[config.mk]
export PLATFORM = sky130hd
export DESIGN_NAME = gx400_video_sram_ctrl
export DESIGN_NICKNAME = d
export VERILOG_FILES = /design/src/rtl/gx400_video_sram_ctrl.sv
export SDC_FILE = /design/constraint.sdc
export NUM_CORES = 1
export LEC_CHECK = 0
export CAP_MARGIN = 10
export CELL_PAD_IN_SITES_DETAIL_PLACEMENT = 0
export CELL_PAD_IN_SITES_GLOBAL_PLACEMENT = 1
export CORE_MARGIN = 2
export CORE_UTILIZATION = 38
export DETAILED_ROUTE_END_ITERATION = 6
export PLACE_DENSITY_LB_ADDON = 0.05
export SLEW_MARGIN = 0
export SYNTH_ARGS = -nofsm -noshare
export SYNTH_HDL_FRONTEND = slang
export SYNTH_SLANG_ARGS = --single-unit
[constraint.sdc]
create_clock -name i_MCLK -period 6.3 [get_ports i_MCLK]
set_clock_uncertainty 0.2 [all_clocks]
set_input_delay 1.26 -clock i_MCLK [delete_from_list [all_inputs] [get_ports i_MCLK]]
set_output_delay 1.26 -clock i_MCLK [all_outputs]
set_load 0.05 [all_outputs]
[src/rtl/gx400_video_sram_ctrl.sv]
// ============================================================================
// gx400_video_sram_ctrl
// CPU / video-fetch arbiter driving one single-port synchronous video SRAM.
// Optional build macro: GX400_VRAM_VID_PRIORITY_EN (video wins all contention).
// Revision: 1.0
// ============================================================================
`default_nettype none

module gx400_video_sram_ctrl #(
    parameter int DW = 8,
    parameter int AW = 10
) (
    input  logic          i_MCLK,
    input  logic          i_RST_n,
    input  logic          i_CPU_CS_n,
    input  logic          i_CPU_RW,
    input  logic [AW-1:0] i_CPU_ADDR,
    input  logic [DW-1:0] i_CPU_DIN,
    output logic [DW-1:0] o_CPU_DOUT,
    output logic          o_CPU_DTACK_n,
    input  logic          i_VID_REQ,
    input  logic [AW-1:0] i_VID_ADDR,
    output logic [DW-1:0] o_VID_DATA,
    output logic          o_VID_DVAL,
    output logic          o_VID_OVF,
    output logic [AW-1:0] o_RAM_ADDR,
    output logic [DW-1:0] o_RAM_DIN,
    output logic          o_RAM_WR_n,
    output logic          o_RAM_RD_n,
    input  logic [DW-1:0] i_RAM_DOUT
);

    typedef enum logic [2:0] {
        ST_IDLE     = 3'd0,
        ST_REQ      = 3'd1,
        ST_RD_ISSUE = 3'd2,
        ST_RD_WAIT  = 3'd3,
        ST_WR_DONE  = 3'd4,
        ST_ACK      = 3'd5
    } cpu_state_t;

    cpu_state_t    state;
    cpu_state_t    state_nx;
    logic          cs_prev;
    logic          buf_valid;
    logic [AW-1:0] buf_addr;
    logic          vid_issued;
    logic          vid_pend;

    logic          vid_cand;
    logic          cpu_cand;
    logic          vid_wins_tie;
    logic          grant_vid;
    logic          grant_cpu;
    logic [AW-1:0] vid_addr_sel;

    // A buffered request is always older than a fresh one, so it goes first.
    assign vid_cand     = buf_valid | i_VID_REQ;
    assign vid_addr_sel = buf_valid ? buf_addr : i_VID_ADDR;
    assign cpu_cand     = (state == ST_REQ);
    assign grant_vid    = vid_cand & (~cpu_cand | vid_wins_tie);
    assign grant_cpu    = cpu_cand & ~grant_vid;

`ifdef GX400_VRAM_VID_PRIORITY_EN
    assign vid_wins_tie = 1'b1;
`else
    logic fair;

    // Fairness bit flips only when both sides want the same slot.
    always_ff @(posedge i_MCLK or negedge i_RST_n) begin
        if (!i_RST_n) begin
            fair <= 1'b0;
        end else if (vid_cand && cpu_cand) begin
            fair <= ~fair;
        end
    end

    assign vid_wins_tie = ~fair;
`endif

    always_comb begin
        state_nx = state;
        case (state)
            ST_IDLE:     if (cs_prev && !i_CPU_CS_n) state_nx = ST_REQ;
            ST_REQ:      if (grant_cpu) state_nx = i_CPU_RW ? ST_RD_ISSUE : ST_WR_DONE;
            ST_RD_ISSUE: state_nx = ST_RD_WAIT;
            ST_RD_WAIT:  state_nx = ST_ACK;
            ST_WR_DONE:  state_nx = ST_ACK;
            ST_ACK:      if (i_CPU_CS_n) state_nx = ST_IDLE;
            default:     state_nx = ST_IDLE;
        endcase
    end

    always_ff @(posedge i_MCLK or negedge i_RST_n) begin
        if (!i_RST_n) begin
            state         <= ST_IDLE;
            cs_prev       <= 1'b1;
            buf_valid     <= 1'b0;
            buf_addr      <= '0;
            vid_issued    <= 1'b0;
            vid_pend      <= 1'b0;
            o_CPU_DOUT    <= '0;
            o_CPU_DTACK_n <= 1'b1;
            o_VID_DATA    <= '0;
            o_VID_DVAL    <= 1'b0;
            o_VID_OVF     <= 1'b0;
            o_RAM_ADDR    <= '0;
            o_RAM_DIN     <= '0;
            o_RAM_WR_n    <= 1'b1;
            o_RAM_RD_n    <= 1'b1;
        end else begin
            state         <= state_nx;
            cs_prev       <= i_CPU_CS_n;
            o_CPU_DTACK_n <= (state != ST_ACK);

            o_RAM_RD_n <= ~(grant_vid | (grant_cpu & i_CPU_RW));
            o_RAM_WR_n <= ~(grant_cpu & ~i_CPU_RW);
            if (grant_vid) begin
                o_RAM_ADDR <= vid_addr_sel;
            end else if (grant_cpu) begin
                o_RAM_ADDR <= i_CPU_ADDR;
            end
            if (grant_cpu && !i_CPU_RW) begin
                o_RAM_DIN <= i_CPU_DIN;
            end

            // Buffer refills from a fresh request whenever the slot cannot take it.
            if (grant_vid) begin
                buf_valid <= buf_valid & i_VID_REQ;
                if (buf_valid && i_VID_REQ) buf_addr <= i_VID_ADDR;
            end else begin
                buf_valid <= buf_valid | i_VID_REQ;
                if (!buf_valid && i_VID_REQ) buf_addr <= i_VID_ADDR;
            end
            o_VID_OVF <= i_VID_REQ & buf_valid & ~grant_vid;

            // SRAM data is valid the cycle after the strobe; capture at its end.
            vid_issued <= grant_vid;
            vid_pend   <= vid_issued;
            o_VID_DVAL <= vid_pend;
            if (vid_pend) begin
                o_VID_DATA <= i_RAM_DOUT;
            end
            if (state == ST_RD_WAIT) begin
                o_CPU_DOUT <= i_RAM_DOUT;
            end
        end
    end

endmodule

`default_nettype wire
==> impl_metrics.csv <==
group,metric,value,unit
grt,grt_pass1_wl,9430,um
synth,synth_cell_types,30,
setup_path,start_kind,"input port",
synth,synth_seq_cells,57,
setup_path,path_buf_inv,1,
clock_network,cts.htree.levels,3,
worst_hold_path,min_path_type,"flop to flop",
clock_network,clock-root-buffer,"clkbuf_8",
clock_network,post_cts_buffers,0,
routing,drc,0,
placed_design,routabilityCongestion,0.754,
timing,relSlewSlack,39.3,%
worst_hold_path,whs_endpoint,"vid_pend",
timing,timing.final.crit_period,3.73,ns
routing,detail-route-antenna-nets,0,
synth,synth_top_family_by_area,"multiplexers",
setup_path,rr_startpoint,"buf_valid",
timing,finalHoldViolCount,0,
routing,vias_per_cell,5.44,
synth,yosysSeqAreaShare,58.4,%
synth,muxShareOfSynthArea,16.2,%
die,die-height,84.3,um
timing,finalMaxSlewViolations,0,
clock_network,hold_buffers,0,
timing,setup-tns-final,0,ns
clock_network,cts.repair.resized,0,
final_layout,antennaDiodeCount,0,
outcome,outcome,"finished, final reports clean",
power,p_total,2240,uW
die,rows,29,
final_layout,fin_nets,307,
power,seqPwrFrac,30.6,%
routing,wl,5700,um
timing,setup_viol,0,
power,combPwrFrac,53.2,%
power,p_sw,998,uW
final_layout,seqCellArea,1430,um^2
die,initial_utilization,39.0,%
clock_network,clkSinkCount,57,
final_layout,fillers,550,
setup_path,critical_path_class,"input port to flop",
synth,syn-num-nets,230,
power,pwr-share-clk,16.2,%
clock_network,worstSkewPairLatency,0.33,ns
flow_run,max_cap_viol_count,0,
synth,syn-cell-area,2450,um^2
setup_path,cpMaxStageDelayCell,"clkdlybuf4s50_1",
setup_path,crit_family,"multiplexers",
power,powerDensity,643,nW/um^2
synth,synth_xor_area_share,0.358,%
final_layout,drive_gt1_share,21.8,%
setup_path,cp_data_required_time,6.31,ns
synth,synthSimpleGateAreaFrac,9.65,%
synth,synthAdderAreaFrac,0.409,%
clock_network,clkTransAtPathRegs,0.07,ns
synth,synth-compound-area-share,11.7,%
grt,grt_pass1_vias,1864,
timing,min_period_over_period,59.3,%
routing,dr.pass1.iters,4,
die,die_w,84.3,um
setup_path,rrSetupSlack,3.68,ns
setup_path,r2r_end,"buf_addr[0]",
die,die_area,7110,um^2
synth,yosysWarnings,0,
grt,grt_max_degree,58,
placed_design,io_buffers,79,
power,p_leak,0.00137,uW
timing,tightest_slew,0.911,ns
grt,grt.total_usage,17.0,%
setup_path,worstPathCellList,"clkdlybuf4s50_1 -> nand2b_1 -> mux2i_2 -> mux2_2",
worst_hold_path,hp-start,"vid_issued",
routing,avgRoutedWirePerCell,16.4,um
setup_path,arrival,3.74,ns
clock_network,cts_tree,"yes",
setup_path,end_kind,"flop",
setup_path,slowest_delay,0.78,ns
clock_network,clock_path_buffers,2,
setup_path,cp_max_fo,21,
placed_design,place_area,3270,um^2
die,core-area,6280,um^2
setup_path,reg2regPathDepth,3,
power,p_sw_share,44.5,%
final_layout,syn_to_final_growth,42.2,%
timing,clock.fmax,0.268,GHz
clock_network,cts_buffers,9,
final_layout,multiInputGateArea,938,um^2
power,vdd_drop_max,377,uV
grt,antenna_found_initial,0,
placed_design,hpwl,3680,um
synth,synth_cells,189,
final_layout,fin_area,3480,um^2
grt,overflow,0,
power,intPower,1240,uW
synth,avgSynthCellArea,13.0,um^2
timing,rsz0062_at_grt,"no",
routing,vias,1894,
worst_hold_path,holdPathStages,0,
die,ios,80,
routing,drtIter0Drc,39,
## synthesized netlist by cell type
| library cell | count | area share [%] |
|---|---|---|
| o221ai_1 | 10 | 3.6 |
| buf_6 | 1 | 0.46 |
| a211oi_1 | 1 | 0.31 |
| buf_2 | 1 | 0.20 |
| or3_1 | 10 | 2.6 |
| nor3_4 | 1 | 0.66 |
| or3b_1 | 1 | 0.36 |
| and4bb_2 | 1 | 0.51 |
| mux2i_2 | 1 | 0.56 |
| a31oi_1 | 1 | 0.26 |
| buf_4 | 1 | 0.31 |
| dfrtp_1 | 53 | 54 |
| o21ba_2 | 1 | 0.41 |
| nand2b_1 | 3 | 0.77 |
| a221oi_1 | 10 | 3.6 |
| dfstp_2 | 4 | 4.3 |
| nand2_1 | 3 | 0.46 |
| o22ai_1 | 10 | 2.6 |
| xnor2_1 | 1 | 0.36 |
| o21ai_0 | 1 | 0.20 |
| inv_1 | 4 | 0.61 |
| nor3_1 | 12 | 2.5 |
| clkbuf_1 | 11 | 1.7 |
| mux2_2 | 34 | 16 |
| maj3_1 | 1 | 0.41 |
| nor2b_1 | 2 | 0.51 |
| nor2_1 | 3 | 0.46 |
| nand3b_1 | 2 | 0.61 |
| nor3b_1 | 1 | 0.31 |
| a21oi_1 | 4 | 0.82 |
## per-stage QoR
| stage | instances | setup slack [ns] | hold WS [ns] | util (%) |
|---|---|---|---|---|
| after floorplan | 189 | 3.84 | 0.131 | - |
| after global placement | 332 | 2.25 | 0.133 | 52.2 |
| after detailed placement | 332 | 2.21 | 0.135 | 52.2 |
| after CTS | 348 | 2.54 | 0.159 | 55.5 |
| after global routing | 348 | 2.40 | 0.173 | 55.5 |
| final | 348 | 2.57 | 0.155 | 55.5 |
## cell usage in the layout, fill, tap and decap left out, drive strengths merged, types with 4 or more instances in the layout
| cell | count |
|---|---|
| o22ai | 10 |
| inv | 4 |
| mux2 | 34 |
| o221ai | 10 |
| nor3 | 13 |
| clkbuf | 10 |
| clkdlybuf4s50 | 78 |
| a21oi | 4 |
| dfrtp | 53 |
| or3 | 10 |
| dfstp | 4 |
| a221oi | 10 |
## worst reg2reg max path, cell delays in order (launching register included)
cell	delay [ns]
dfrtp_1	0.55
nand2b_1	0.58
mux2i_2	0.75
mux2_2	0.41
## how the worst max path moves through the flow
| stage | from | endpoint | depth (start not counted) |
|---|---|---|---|
| final | i_VID_REQ | buf_addr[0] | 4 |
| after CTS | i_VID_REQ | buf_addr[0] | 4 |
| after global placement | i_VID_REQ | buf_addr[1] | 4 |
| after floorplan | i_VID_REQ | buf_addr[0] | 3 |
| after global routing | i_VID_REQ | buf_addr[5] | 4 |
| after detailed placement | i_VID_REQ | buf_addr[6] | 4 |
## registers in the layout, summed over array words and instances (netlist names)
register and flops:
buf_addr 10, o_RAM_ADDR 10, o_CPU_DOUT 8, o_RAM_DIN 8, o_VID_DATA 8, state 3
buf_valid 1, cs_prev 1, fair 1, o_CPU_DTACK_n 1, o_RAM_RD_n 1, o_RAM_WR_n 1
o_VID_DVAL 1, o_VID_OVF 1, vid_issued 1, vid_pend 1
## logic make-up (layout without fill, tap and decap cells)
group / after synthesis / after routing
adders and majority gates: 1 / 1
and+or+nand+nor: 39 / 39
DFF: 57 / 57
buffers and inverters: 18 / 100
AOI/OAI and AO/OA: 38 / 38
xor gates and xnor gates: 1 / 1
muxes: 35 / 35
## area by class of cell
type,instances,share of cell area [%]
clock buffers,10,3.66
inverters,4,0.431
well taps,77,2.76
multi-input cells,114,26.9
repair buffers,80,22.8
clock inverters,6,2.37
flip-flops and latches,57,41.1
## power by group through the flow
stage / logic [uW] / clock network [uW] / registers, uW
after floorplan: 440 / 0 / 1090
after global placement: 1190 / 0 / 690
after detailed placement: 1200 / 0 / 695
after CTS: 1200 / 377 / 689
after global routing: 1260 / 391 / 715
final: 1190 / 363 / 686
## routing by layer
metal | wire, um | share of wire [%] | track usage, %
met1 | 2510 | 44 | 22.0
met2 | 2810 | 49 | 26.8
met3 | 355 | 6.2 | 6.19
met4 | 24 | 0.42 | 5.43
met5 | 0 | 0 | 0
Power figures use the tool's default switching activity.
